## src/rtl/seg7_scan_driver.sv

```systemverilog
// Three-digit 7-segment scan driver: per-frame digit snapshot, prescaled
// one-hot digit scan, dash/blank codes and leading-zero blanking.
module seg7_scan_driver #(
    parameter int unsigned CLK_DIV        = 50000,
    parameter bit          SEG_ACTIVE_LOW = 1'b1,
    parameter bit          LZB            = 1'b1
) (
    input  logic       clk,
    input  logic       rst_n,
    input  logic       enable,
    input  logic [3:0] hundreds,
    input  logic [3:0] tens,
    input  logic [3:0] ones,
    output logic [6:0] seg,
    output logic [2:0] an,
    output logic       frame_done
);

    localparam int unsigned CW = (CLK_DIV > 1) ? $clog2(CLK_DIV) : 1;
    localparam logic [CW-1:0] LAST = CW'(CLK_DIV - 1);
    localparam logic [6:0] SEG_OFF = SEG_ACTIVE_LOW ? 7'h7F : 7'h00;

    typedef enum logic [1:0] {
        S_HUND,
        S_ONES,
        S_TENS
    } state_t;

    state_t        r_state;
    state_t        w_state_nxt;
    logic [CW-1:0] r_cnt;
    logic [3:0]    r_hund;
    logic [3:0]    r_tens;
    logic [6:0]    r_seg;
    logic [2:0]    r_an;
    logic          r_fd;

    logic          w_tick;
    logic [3:0]    w_digit;
    logic          w_blank;
    logic [2:0]    w_an;
    logic [6:0]    w_pat;
    logic [6:0]    w_seg;

    function automatic logic [6:0] decode(input logic [3:0] d);
        logic [6:0] p;
        case (d)
            4'd0:    p = 7'b0111111;
            4'd1:    p = 7'b0000110;
            4'd2:    p = 7'b1011011;
            4'd3:    p = 7'b1001111;
            4'd4:    p = 7'b1100110;
            4'd5:    p = 7'b1101101;
            4'd6:    p = 7'b1111101;
            4'd7:    p = 7'b0000111;
            4'd8:    p = 7'b1111111;
            4'd9:    p = 7'b1101111;
            4'd10:   p = 7'b1000000;
            default: p = 7'b0000000;
        endcase
        return p;
    endfunction

    assign w_tick = (r_cnt == LAST);

    // Next slot's content; the ones slot opens a frame, so it reads the live input
    always_comb begin
        w_state_nxt = S_ONES;
        w_digit     = ones;
        w_blank     = 1'b0;
        w_an        = 3'b001;
        case (r_state)
            S_HUND: begin
                w_state_nxt = S_ONES;
                w_digit     = ones;
                w_an        = 3'b001;
            end
            S_ONES: begin
                w_state_nxt = S_TENS;
                w_digit     = r_tens;
                w_an        = 3'b010;
                w_blank     = LZB && (r_tens == 4'd0) &&
                              ((r_hund == 4'd0) || (r_hund >= 4'd11));
            end
            S_TENS: begin
                w_state_nxt = S_HUND;
                w_digit     = r_hund;
                w_an        = 3'b100;
                w_blank     = LZB && (r_hund == 4'd0);
            end
            default: begin
                w_state_nxt = S_HUND;
                w_an        = 3'b000;
                w_blank     = 1'b1;
            end
        endcase
        w_pat = w_blank ? 7'b0000000 : decode(w_digit);
        w_seg = SEG_ACTIVE_LOW ? ~w_pat : w_pat;
    end

    always_ff @(posedge clk or negedge rst_n) begin
        if (!rst_n) begin
            r_cnt   <= '0;
            r_state <= S_HUND;
            r_hund  <= 4'd11;
            r_tens  <= 4'd11;
            r_seg   <= SEG_OFF;
            r_an    <= 3'b000;
            r_fd    <= 1'b0;
        end else begin
            r_fd <= w_tick && (r_state == S_HUND);
            if (w_tick) begin
                r_cnt   <= '0;
                r_state <= w_state_nxt;
                if (r_state == S_HUND) begin
                    r_hund <= hundreds;
                    r_tens <= tens;
                end
                r_seg <= enable ? w_seg : SEG_OFF;
                r_an  <= enable ? w_an : 3'b000;
            end else begin
                r_cnt <= r_cnt + 1'b1;
            end
        end
    end

    assign seg        = r_seg;
    assign an         = r_an;
    assign frame_done = r_fd;

endmodule
```

## config.mk

```make
export PLATFORM = sky130hd
export DESIGN_NAME = seg7_scan_driver
export DESIGN_NICKNAME = d
export VERILOG_FILES = /design/src/rtl/seg7_scan_driver.sv
export SDC_FILE = /design/constraint.sdc
export NUM_CORES = 1
export LEC_CHECK = 0
export CAP_MARGIN = 25
export CORE_ASPECT_RATIO = 1.75
export CORE_MARGIN = 2
export CORE_UTILIZATION = 45
export CTS_CLUSTER_DIAMETER = 100
export DETAILED_ROUTE_END_ITERATION = 6
export DONT_BUFFER_PORTS = 1
export GPL_TIMING_DRIVEN = 0
export PLACE_DENSITY = 0.58
export SYNTH_ARGS = -nofsm -noshare
export SYNTH_HDL_FRONTEND = slang
export SYNTH_SLANG_ARGS = --single-unit
```

## constraint.sdc

```tcl
create_clock -name clk -period 2.4 [get_ports clk]
set_input_delay 0.48 -clock clk [delete_from_list [all_inputs] [get_ports clk]]
set_output_delay 0.48 -clock clk [all_outputs]
set_load 0.02 [all_outputs]
```

-- After elaboration in Yosys (flattened, before gate mapping)
Memories as Yosys holds them, arrays and structs flattened.
Cells that the tools add are included.
- bitwise gates (word level): 1
- mux-type cells: 8
- add/sub/neg operators: 1
- equal/unequal tests: 3
- reductions and logical operators: 7
- magnitude comparators: 1
- operators by type and width (operator ; count):
    16-bit by 1-bit adder with 16-bit output (second input constant) ; 1
    16-bit == test (second input constant) ; 1
    16-bit two-way mux ; 1
    7-bit two-way mux ; 2
    3-bit case mux with 3 select lines ; 1
    4-bit zero test ; 2
    4-bit case mux with 2 select lines ; 1
    7-bit NOT ; 1
    4-bit >= comparator (second input constant) ; 1
    2-bit case mux with 2 select lines ; 1
    3-bit two-way mux ; 1
    1-bit case mux with 3 select lines ; 1
    2-bit by 1-bit == test with 1-bit output (second input constant) ; 1
    2-bit == test (second input constant) ; 1
    1-bit logical AND ; 2
    2-bit zero test ; 1
    2-bit AND reduction ; 1
    1-bit logical OR ; 1
- input port bits: 15
- flip-flop bits (word level): 37
- ROM bits: 112
- memories kept: 1
- memories (memory ; depth ; width ; rd ports ; clocked after Yosys merged registers in ; write ports ; line ; RTL):
    (no name shown) ; 16 ; 7 ; 1 ; 0 ; 0 ; 47 ; case (d)

-- Depth between registers and ports, before layout
Gate-level depths: netlist of the first run.
- word-level depth: 7
- mapped depth: 10
- depth with buffers taken out: 9

-- Worst setup path after synthesis of the first run
Ideal clock, no wire load.
- kind: reg-to-reg
- from: reg r_state[0]
- to: reg r_seg[0], in the netlist seg[0]
- setup slack: 360 ps
- stages on the path, launching flop included: 10
- required time: 2313 ps
- library setup time: 87 ps
- clock period less this slack: 2040 ps
- data arrival time: 1953 ps
- cell sequence: dfrtp_1 -> inv_1 -> ha_1 -> buf_2 -> mux2i_1 -> inv_1 -> ha_1 -> mux2_1 -> nand2_1 -> a21oi_1
- word-level cells in the longest chain between the ends: 6
- RTL lines (item ; line ; RTL):
    start: declaration ; 29 ; state_t r_state;
    start signal: assignment ; 114 ; r_state <= w_state_nxt;
    2-bit == test or 2-bit by 1-bit == test with 1-bit output (tied branches) ; 72 ; case (r_state)
    4-bit case mux with 2 select lines ; 72 ;
    memory read 16 x 7 bit ; n/a ;
    7-bit two-way mux (*) ; 97 ; w_pat = w_blank ? 7'b0000000 : decode(w_digit);
    7-bit NOT (*) ; 98 ; w_seg = SEG_ACTIVE_LOW ? ~w_pat : w_pat;
    7-bit two-way mux (*) ; 119 ; r_seg <= enable ? w_seg : SEG_OFF;
    end signal: assignment ; 119 ;
    end: declaration ; 34 ; logic [6:0] r_seg;
Every way passes the cells marked *; elsewhere a longest branch is shown, timed or not.
A chain may end at the register's enable or synchronous reset.

-- Final worst setup path of the first run
Ends and elaborated chain as after synthesis.

==> results.sh, run 1 <==
export IMPL_outcome="completed"
export IMPL_die_h_microns=91.8
export IMPL_place_hpwl_microns=2980
export IMPL_switchingPower_uw=274
export IMPL_fin_crit_ps=2270
export IMPL_required_ps=2610
export IMPL_synthArstFlopShare_pct=100
export IMPL_drc=0
export IMPL_path_class="reg2reg"
export IMPL_cts_buffers=5
export IMPL_yosysUniqueCellTypes=39
export IMPL_powerDensity_nw_per_um2=528
export IMPL_end_kind="flip-flop"
export IMPL_ant_nets=0
export IMPL_rsz0062_at_grt="no"
export IMPL_ff_latch_area_sq_um=942
export IMPL_synth_edf_count=0
export IMPL_cp_start_kind="flip-flop"
export IMPL_dr_total_vias=1343
export IMPL_synth_mux_area_share_pct=9.34
export IMPL_grt_max_degree=25
export IMPL_reg2reg_to="seg[0]$_DFFE_PN1N_"
export IMPL_finalWirelength_microns=4100
export IMPL_setup_violations=0
export IMPL_synth_most_common_cell="dfrtp_1"
export IMPL_synth_top_area_share_pct=30.3
export IMPL_coreArea_sq_um=4320
export IMPL_syn_area_sq_um=1980
export IMPL_syn_nets=208
export IMPL_multiInputGateArea_sq_um=977
export IMPL_crit_fanout=5
export IMPL_synth_compound_area_share_pct=8.02
export IMPL_hold_violations=0
export IMPL_fin_skew_ps=9.14
export IMPL_maxCapViolCount=0
export IMPL_clk_pin_slew_worst_paths_ps=80
export IMPL_synth_largest_area_cell="dfrtp_1"
export IMPL_layout_cells_non_filler=243
export IMPL_drive_above_1_share_pct=21.9
export IMPL_fmax_mhz=441
export IMPL_leakage_uw=0.000968
export IMPL_gp_congestion=0.825
export IMPL_fin_setup_tns_ps=0
export IMPL_relSlewSlack_pct=71.4
export IMPL_wl_per_cell_microns=16.9
export IMPL_synth_area_leaders="dfrtp_1, dfstp_2, ha_1"
export IMPL_finalPower_uw=1140
export IMPL_yosysSeqAreaShare_pct=47.5
export IMPL_ys_warn_count=0
export IMPL_grt_pass1_vias=1433
export IMPL_synth_seq_cells=37
export IMPL_irDropWorstVdd_uv=415
export IMPL_viasPerCell=5.53
export IMPL_hp_class="in2async"
export IMPL_fp_row_count=32
export IMPL_worstMarginPinSlew_ps=426
export IMPL_place_inst=233
export IMPL_antenna_cells=0
export IMPL_p_seq_share_pct=57.0
export IMPL_crit_arrival_ps=2480
export IMPL_cts_sinks=37
export IMPL_fillers=399
export IMPL_cts_root_buffer="clkbuf_8"
export IMPL_ios=26
export IMPL_synthSimpleGateAreaFrac_pct=18.6
export IMPL_overflow=0
export IMPL_synth_common_cells="dfrtp_1, nor2_1, nand3_1, dfstp_2"
export IMPL_reg2reg_depth=9
export IMPL_fin_crit_sh_pct=94.4
export IMPL_internal_power_uw=869
export IMPL_ctsHtreeMaxLevel=2
export IMPL_synthXorXnorAreaFrac_pct=6.19
export IMPL_clk_path_buf_depth=2
export IMPL_dieArea_sq_um=4970
export IMPL_area_delta_synth_final_pct=9.28
export IMPL_p_comb_share_pct=5.4
export IMPL_grtUsageTotal_pct=18.3
export IMPL_synthAdderAreaFrac_pct=6.94
export IMPL_syn_avg_cell_area_sq_um=10.9
export IMPL_drt_first_pass_iters=4
export IMPL_grt_pass1_wl_microns=6500
export IMPL_p_clk_share_pct=37.6
export IMPL_drtIter0Drc=16
export IMPL_r2r_start="r_state[0]$_DFFE_PN0N_"
export IMPL_grt_antenna_before_repair=0
export IMPL_final_nets=217
export IMPL_synth_cells=182
export IMPL_synth_top_family_by_area="simple AND/OR/NAND/NOR gates"
export IMPL_die_w_microns=54.2
export IMPL_worst_r2r_setup_slack_ps=130
export IMPL_worstSkewPairLatency_ps=290
export IMPL_synthFlopType="dfrtp_1"
export IMPL_start_util_pct=45.8
export IMPL_slew_viol_final=0
export IMPL_port_buffers=0
export IMPL_cts_tree="done"
export IMPL_switching_share_pct=24.0
-- stage by stage --
stage	setup WS (ps)	instance area (sq um)	utilization (%)	hold WS, ps
CTS	12.6	2160	50.0	12.0
detailed placement	18.8	2050	47.3	186
global route	34.5	2170	50.1	5.26
finish	135	2170	50.1	26.3
floorplan	360	1980	-	184
global placement	94.8	2050	47.3	186
-- how the worst max path moves through the flow --
stage	endpoint	slack, ps	cells past startpoint	from
floorplan	seg[0]$_DFFE_PN1N_	360	9	r_state[0]$_DFFE_PN0N_
global placement	seg[0]$_DFFE_PN1N_	90	9	r_state[0]$_DFFE_PN0N_
detailed placement	seg[3]$_DFFE_PN1N_	20	9	r_state[0]$_DFFE_PN0N_
CTS	seg[3]$_DFFE_PN1N_	10	9	r_state[0]$_DFFE_PN0N_
global route	seg[3]$_DFFE_PN1N_	30	9	r_state[0]$_DFFE_PN0N_
finish	seg[0]$_DFFE_PN1N_	130	9	r_state[0]$_DFFE_PN0N_
-- critical path, cell delays in order, from the launching register on --
cell and delay (ps):
dfrtp_1 410, inv_1 100, ha_1 300, buf_2 200
mux2i_2 410, inv_1 130, ha_1 230, mux2_1 290
nand2_1 70, a21oi_1 60
-- logic make-up (layout without fill, tap and decap cells) --
kind of cell    count (synthesis)  in the layout
xor+xnor                       14             14
flops                          37             37
buf+inv                        13             23
fa+ha+maj                      11             11
compound gates                 27             27
mux                            13             13
simple gates                   67             67
-- metal layers --
metal	wire [microns]	up-vias	GRT usage, %	part of all wire [%]
met2	2320	30	34.2	57
li1	-	647	-	-
met1	1570	660	18.1	38
met4	71	0	7.29	1.7
met3	138	6	3.75	3.4
met5	0	-	0	0
-- registers in the layout, summed over array words and instances, names as in the netlist --
register	count
r_hund	4
frame_done	1
seg	7
an	3
r_state	2
r_tens	4
r_cnt	16
-- power groups by stage --
stage                     clock [uW]  sequential [uW]  combinational (uW)
after global placement             0              662                45.6
after floorplan                    0              659                39.8
final                            430              651                61.8
after detailed placement           0              662                47.4
after CTS                        444              651                61.4
after global routing             471              653                67.5
-- what timing repair did --
action | CTS | global route
resized for setup | 0 | 1
endpoints found under the hold margin | 24 | 0
hold buffers | 2 | 0
buffers inserted | 0 | 0
setup endpoints to repair | 0 | 2
-- cell usage in the layout (no fill, tap or decap), types with 3 or more instances in the layout --
| master | synthesis | routed |
|---|---|---|
| ha_1 | 11 | 11 |
| nor4_1 | 4 | 4 |
| xor2_1 | 8 | 8 |
| o21ai_0 | 8 | 8 |
| nand2_1 | 10 | 10 |
| nand3_1 | 15 | 15 |
| dfstp_2 | 13 | 13 |
| xnor2_1 | 6 | 6 |
| dfrtp_1 | 24 | 24 |
| nor2_1 | 20 | 20 |
| a21oi_1 | 11 | 11 |
| clkbuf_8 | 0 | 5 |
| a22o_1 | 3 | 3 |
| mux2_4 | 8 | 8 |
| inv_1 | 8 | 8 |
| and3_1 | 3 | 3 |
-- final cells by class --
type                       instances  area share, %
multi-input combinational        132           45.1
clock inverter                     3          0.809
buffer                             5           1.68
tap                               51           2.95
inverter                           8           1.39
timing repair buffer               2           1.39
clock buffer                       5           3.18
sequential                        37           43.5
Power figures use the tool's default switching activity.
==> inputs of run 2 (changes only) <==
CORE_UTILIZATION = 60   (was 45)
PLACE_DENSITY = 0.74   (was 0.58)
clock period = 2.15 ns   (was 2.4 ns; I/O delays follow)
==> run 2 against run 1 <==
Effect of this change:
- cell count is 1.6% lower
- power up 32%
- core utilization is 22 points higher
- clock power up 64%
- hold slack better by 250 ps
- register-to-register slack lost 90 ps
- sequential share of layout area decreased by 1.8 points
- sequential cell count unchanged
- critical endpoint is now seg[1]$_DFFE_PN1N_
- largest power group unchanged
- highest routed layer unchanged
==> results.sh, run 2 (synthesized netlist as in run 1, its figures left out) <==
export IMPL_die_w_microns=47.4
export IMPL_required_ps=2370
export IMPL_hp_class="in2reg"
export IMPL_drive_above_1_share_pct=25.5
export IMPL_switching_share_pct=19.7
export IMPL_crit_arrival_ps=2320
export IMPL_reg2reg_to="seg[1]$_DFFE_PN1N_"
export IMPL_antenna_cells=0
export IMPL_overflow=0
export IMPL_drtIter0Drc=27
export IMPL_reg2reg_depth=9
export IMPL_relSlewSlack_pct=70.3
export IMPL_die_h_microns=80.0
export IMPL_powerDensity_nw_per_um2=669
export IMPL_cts_tree="done"
export IMPL_hold_violations=0
export IMPL_p_clk_share_pct=46.7
export IMPL_final_nets=221
export IMPL_hp_start="hundreds[0]"
export IMPL_final_cell_mix="dfrtp_1, nor2_1, nand3_1"
export IMPL_dr_total_vias=1393
export IMPL_fin_setup_tns_ps=0
export IMPL_fin_crit_sh_pct=97.9
export IMPL_ios=26
export IMPL_maxCapViolCount=0
export IMPL_drt_first_pass_iters=4
export IMPL_drc=0
export IMPL_irDropWorstVdd_uv=717
export IMPL_fin_crit_ps=2100
export IMPL_worst_r2r_setup_slack_ps=50
export IMPL_leakage_uw=0.00101
export IMPL_final_common_cell="dfrtp_1"
export IMPL_dieArea_sq_um=3800
export IMPL_internal_power_uw=1210
export IMPL_r2r_start="r_state[0]$_DFFE_PN0N_"
export IMPL_finalWirelength_microns=3760
export IMPL_grt_pass1_wl_microns=5940
export IMPL_grt_max_degree=38
export IMPL_final_area_sq_um=2260
export IMPL_post_dp_cell_area_sq_um=2040
export IMPL_fillers=217
export IMPL_ctsHtreeMaxLevel=2
export IMPL_start_util_pct=63.1
export IMPL_min_path_cells=1
export IMPL_path_class="reg2reg"
export IMPL_p_comb_share_pct=5.2
export IMPL_grt_antenna_before_repair=0
export IMPL_worstMarginPinSlew_ps=441
export IMPL_grtUsageTotal_pct=22.2
export IMPL_cts_buffers=5
export IMPL_gp_congestion=0.838
export IMPL_worstSkewPairLatency_ps=290
export IMPL_viasPerCell=5.83
export IMPL_end_kind="flip-flop"
export IMPL_grt_pass1_vias=1351
export IMPL_wl_per_cell_microns=15.7
export IMPL_cts_root_buffer="clkbuf_8"
export IMPL_regMostFlops="r_cnt"
export IMPL_cts_sinks=37
export IMPL_outcome="completed"
export IMPL_slew_viol_final=0
export IMPL_setup_violations=0
export IMPL_crit_fanout=5
export IMPL_ant_nets=0
export IMPL_fmax_mhz=475
export IMPL_largest_register_ffs=16
export IMPL_fp_row_count=27
export IMPL_switchingPower_uw=297
export IMPL_area_delta_synth_final_pct=13.9
export IMPL_p_seq_share_pct=48.1
export IMPL_hold_end="r_hund[0]$_DFFE_PN1P_"
export IMPL_clk_pin_slew_worst_paths_ps=80
export IMPL_fin_skew_ps=12.2
export IMPL_place_hpwl_microns=2710
export IMPL_cp_start_kind="flip-flop"
export IMPL_port_buffers=0
export IMPL_coreArea_sq_um=3140
export IMPL_rsz0062_at_grt="yes"
export IMPL_clk_path_buf_depth=2
==> run 2: through the flow <==
| step | hold slack, ps | utilization [%] | total power (uW) | cells | setup WS [ps] |
|---|---|---|---|---|---|
| 2_1_floorplan | 134 | - | 780 | 182 | 110 |
| 3_3_place_gp | 135 | 64.8 | 788 | 225 | -77.7 |
| 3_5_place_dp | 135 | 64.8 | 792 | 225 | -164 |
| 4_1_cts | 269 | 71.0 | 1520 | 237 | 47.2 |
| 5_1_grt | 260 | 71.8 | 1570 | 239 | -12.9 |
| 6_report | 278 | 71.8 | 1510 | 239 | 45.8 |
==> run 2: critical path, cell delays in order, from the launching register on <==
cell	delay, ps
dfrtp_1	400
inv_1	90
ha_1	330
buf_6	150
nor2_2	120
a21oi_2	60
buf_4	150
ha_1	270
or2_2	310
a21oi_2	140
==> run 2: worst max path at each step <==
stage                                       from                  to  slack, ps
after global placement    r_state[0]$_DFFE_PN0N_  seg[3]$_DFFE_PN1N_        -80
after floorplan           r_state[0]$_DFFE_PN0N_  seg[0]$_DFFE_PN1N_        110
after detailed placement  r_state[0]$_DFFE_PN0N_  seg[3]$_DFFE_PN1N_       -160
after global routing      r_state[0]$_DFFE_PN0N_  seg[1]$_DFFE_PN1N_        -10
final                     r_state[0]$_DFFE_PN0N_  seg[1]$_DFFE_PN1N_         50
after CTS                 r_state[0]$_DFFE_PN0N_  seg[3]$_DFFE_PN1N_         50
==> run 2: layout make-up <==
type	count	area [sq um]	area share, %
repair buffers	6	60.1	2.66
plain buffers	5	42.5	1.88
well taps	43	53.8	2.38
flip-flops and latches	37	942	41.7
multi-input cells	132	995	44.1
clock buffers	5	68.8	3.05
inverters	8	30.0	1.33
clock inverters	3	65.1	2.88
==> run 2: routing by layer <==
metal  up-vias  global-route usage (%)  part of all wire (%)
met5         -                       0                     0
met1       681                    22.6                    37
met3        10                    5.88                   4.2
li1        656                       -                     -
met2        46                    39.7                    57
met4         0                    8.89                   1.9
==> run 2: repair_timing <==
action,in CTS,in global routing
endpoints found under the hold margin,37,0
buffers inserted,2,2
pin swaps,0,0
resized for setup,3,5
endpoints found under the setup margin,5,2
hold buffers,2,0
==> run 2: power by group through the flow <==
| stage | combinational [uW] | sequential, uW | clock [uW] |
|---|---|---|---|
| 6_report | 78.6 | 727 | 704 |
| 5_1_grt | 86.9 | 728 | 757 |
| 4_1_cts | 75.7 | 727 | 721 |
| 3_5_place_dp | 52.4 | 739 | 0 |
| 3_3_place_gp | 49.7 | 739 | 0 |
| 2_1_floorplan | 44.4 | 736 | 0 |
==> inputs of run 3 (changes only) <==
CORE_ASPECT_RATIO = 0.5   (was 1.75)
==> run 3 against run 2 <==
Effect of this change:
- core utilization fell by 0.25 points
- via count down 4.7%
- sequential share of layout area up 0.95 points
- critical path type unchanged
- global-route usage down 1.1 points
- power is 12% lower
- clock-buffer cell count up 2
- combinational power fell by 5.6%
- worst setup slack better by 53 ps
==> results.sh, run 3 (synthesized netlist as in run 1, its figures left out) <==
export IMPL_final_cell_mix="dfrtp_1, nor2_1, nand3_1"
export IMPL_reg2reg_depth=9
export IMPL_path_class="reg2reg"
export IMPL_fin_crit_sh_pct=95.4
export IMPL_largest_register_ffs=16
export IMPL_start_util_pct=64.3
export IMPL_fin_setup_tns_ps=0
export IMPL_outcome="completed"
export IMPL_fin_skew_ps=2.40
export IMPL_final_common_cell="dfrtp_1"
export IMPL_grt_max_degree=38
export IMPL_r2r_start="r_state[0]$_DFFE_PN0N_"
export IMPL_cts_root_buffer="clkbuf_8"
export IMPL_clk_path_buf_depth=2
export IMPL_powerDensity_nw_per_um2=599
export IMPL_dieArea_sq_um=3810
export IMPL_fin_crit_ps=2050
export IMPL_relSlewSlack_pct=72.4
export IMPL_cts_tree="done"
export IMPL_min_path_cells=1
export IMPL_end_kind="flip-flop"
export IMPL_gp_congestion=0.840
export IMPL_ios=26
export IMPL_drc=0
export IMPL_required_ps=2350
export IMPL_grtUsageTotal_pct=21.1
export IMPL_cp_cell_sequence="inv_1 > ha_1 > buf_6 > mux2i_4 > inv_1 > ha_1 > mux2_1 > nand2_1 > a21oi_1"
export IMPL_viasPerCell=5.65
export IMPL_ctsHtreeMaxLevel=2
export IMPL_drtIter0Drc=54
export IMPL_clk_pin_slew_worst_paths_ps=70
export IMPL_worstSkewPairLatency_ps=280
export IMPL_post_route_util_pct=71.6
export IMPL_crit_fanout=5
export IMPL_regMostFlops="r_cnt"
export IMPL_hp_start="hundreds[1]"
export IMPL_finalPower_uw=1320
export IMPL_setup_violations=0
export IMPL_grt_pass1_vias=1265
export IMPL_maxCapViolCount=0
export IMPL_slew_viol_final=0
export IMPL_coreArea_sq_um=3080
export IMPL_hold_end="r_hund[1]$_DFFE_PN1P_"
export IMPL_drt_first_pass_iters=5
export IMPL_antenna_cells=0
export IMPL_cp_start_kind="flip-flop"
export IMPL_die_h_microns=44.6
export IMPL_final_nets=220
export IMPL_slowest_stage="dfrtp_1"
export IMPL_ant_nets=0
export IMPL_worst_r2r_setup_slack_ps=100
export IMPL_port_buffers=0
export IMPL_crit_arrival_ps=2250
export IMPL_worstMarginPinSlew_ps=411
export IMPL_irDropWorstVdd_uv=366
export IMPL_reg2reg_to="seg[0]$_DFFE_PN1N_"
export IMPL_fp_row_count=14
export IMPL_hold_violations=0
export IMPL_place_hpwl_microns=2450
export IMPL_finalWirelength_microns=3500
export IMPL_drive_above_1_share_pct=24.1
export IMPL_cts_buffers=5
export IMPL_wl_per_cell_microns=14.9
export IMPL_dr_total_vias=1327
export IMPL_leakage_uw=0.000991
export IMPL_grt_antenna_before_repair=0
export IMPL_grt_pass1_wl_microns=6110
export IMPL_overflow=0
export IMPL_area_delta_synth_final_pct=11.4
export IMPL_die_w_microns=85.3
export IMPL_fmax_mhz=487
export IMPL_slowest_delay_ps=410
export IMPL_cts_sinks=37
export IMPL_hp_class="in2reg"
[run 3: cell count changes in the layout (fill, tap and decap cells not counted)]
cell,previous run,this run
a21oi_2,2,1
bufinv_16,2,0
nor2_1,19,20
nor2_2,1,0
buf_4,6,5
a21oi_1,10,11
clkbuf_8,5,7
[run 3: layout make-up]
class	instances	area, sq um
plain buffers	5	42.5
clock buffers	7	96.3
clock inverters	1	5.00
fillers	231	876
inverters	8	30.0
multi-input cells	132	988
flip-flops and latches	37	942
well taps	40	50.0
repair buffers	5	52.6
[run 3: routing by layer]
metal	part of all wire [%]	up-vias	GRT usage [%]
met3	4.5	0	5.97
met5	0	-	0
met4	0	0	3.81
met2	47	22	34.2
met1	49	652	29.3
li1	-	653	-
[run 3: worst max path at each step]
stage / from / endpoint / slack, ps / depth (start not counted)
after floorplan: r_state[0]$_DFFE_PN0N_ / seg[0]$_DFFE_PN1N_ / 110 / 9
after global placement: r_state[0]$_DFFE_PN0N_ / seg[3]$_DFFE_PN1N_ / -70 / 9
after detailed placement: r_state[0]$_DFFE_PN0N_ / seg[3]$_DFFE_PN1N_ / -80 / 9
after CTS: r_state[0]$_DFFE_PN0N_ / seg[0]$_DFFE_PN1N_ / 10 / 9
after global routing: r_state[0]$_DFFE_PN0N_ / seg[0]$_DFFE_PN1N_ / -20 / 9
final: r_state[0]$_DFFE_PN0N_ / seg[0]$_DFFE_PN1N_ / 100 / 9
[run 3: worst max-delay path: cells and delay by family (launching register included)]
family	cells	cell delay [ps]
mux	2	580
fa+ha+maj	2	520
flops	1	410
buf+inv	3	350
simple gates	1	70
compound gates	1	60
[run 3: what timing repair did]
item / 4_1_cts / 5_1_grt
setup buffers: 0 / 3
hold buffers: 2 / 0
setup endpoints to repair: 3 / 4
resized for setup: 2 / 5
hold endpoints to repair: 37 / 0
[run 3: report_power, final]
| group | internal, uW | leakage, uW | switching [uW] |
|---|---|---|---|
| clock network | 290 | 0.0000542 | 232 |
| logic | 36.0 | 0.000499 | 38.2 |
| registers | 714 | 0.000437 | 12.9 |
[run 3: metrics by stage]
step	worst slack, ps	cell area [sq um]	instances	hold slack [ps]
floorplan	110	1980	182	134
global placement	-69.5	2030	222	135
detailed placement	-77.7	2030	222	135
CTS	13.8	2180	232	287
global route	-24.4	2210	235	283
finish	98.3	2210	235	294
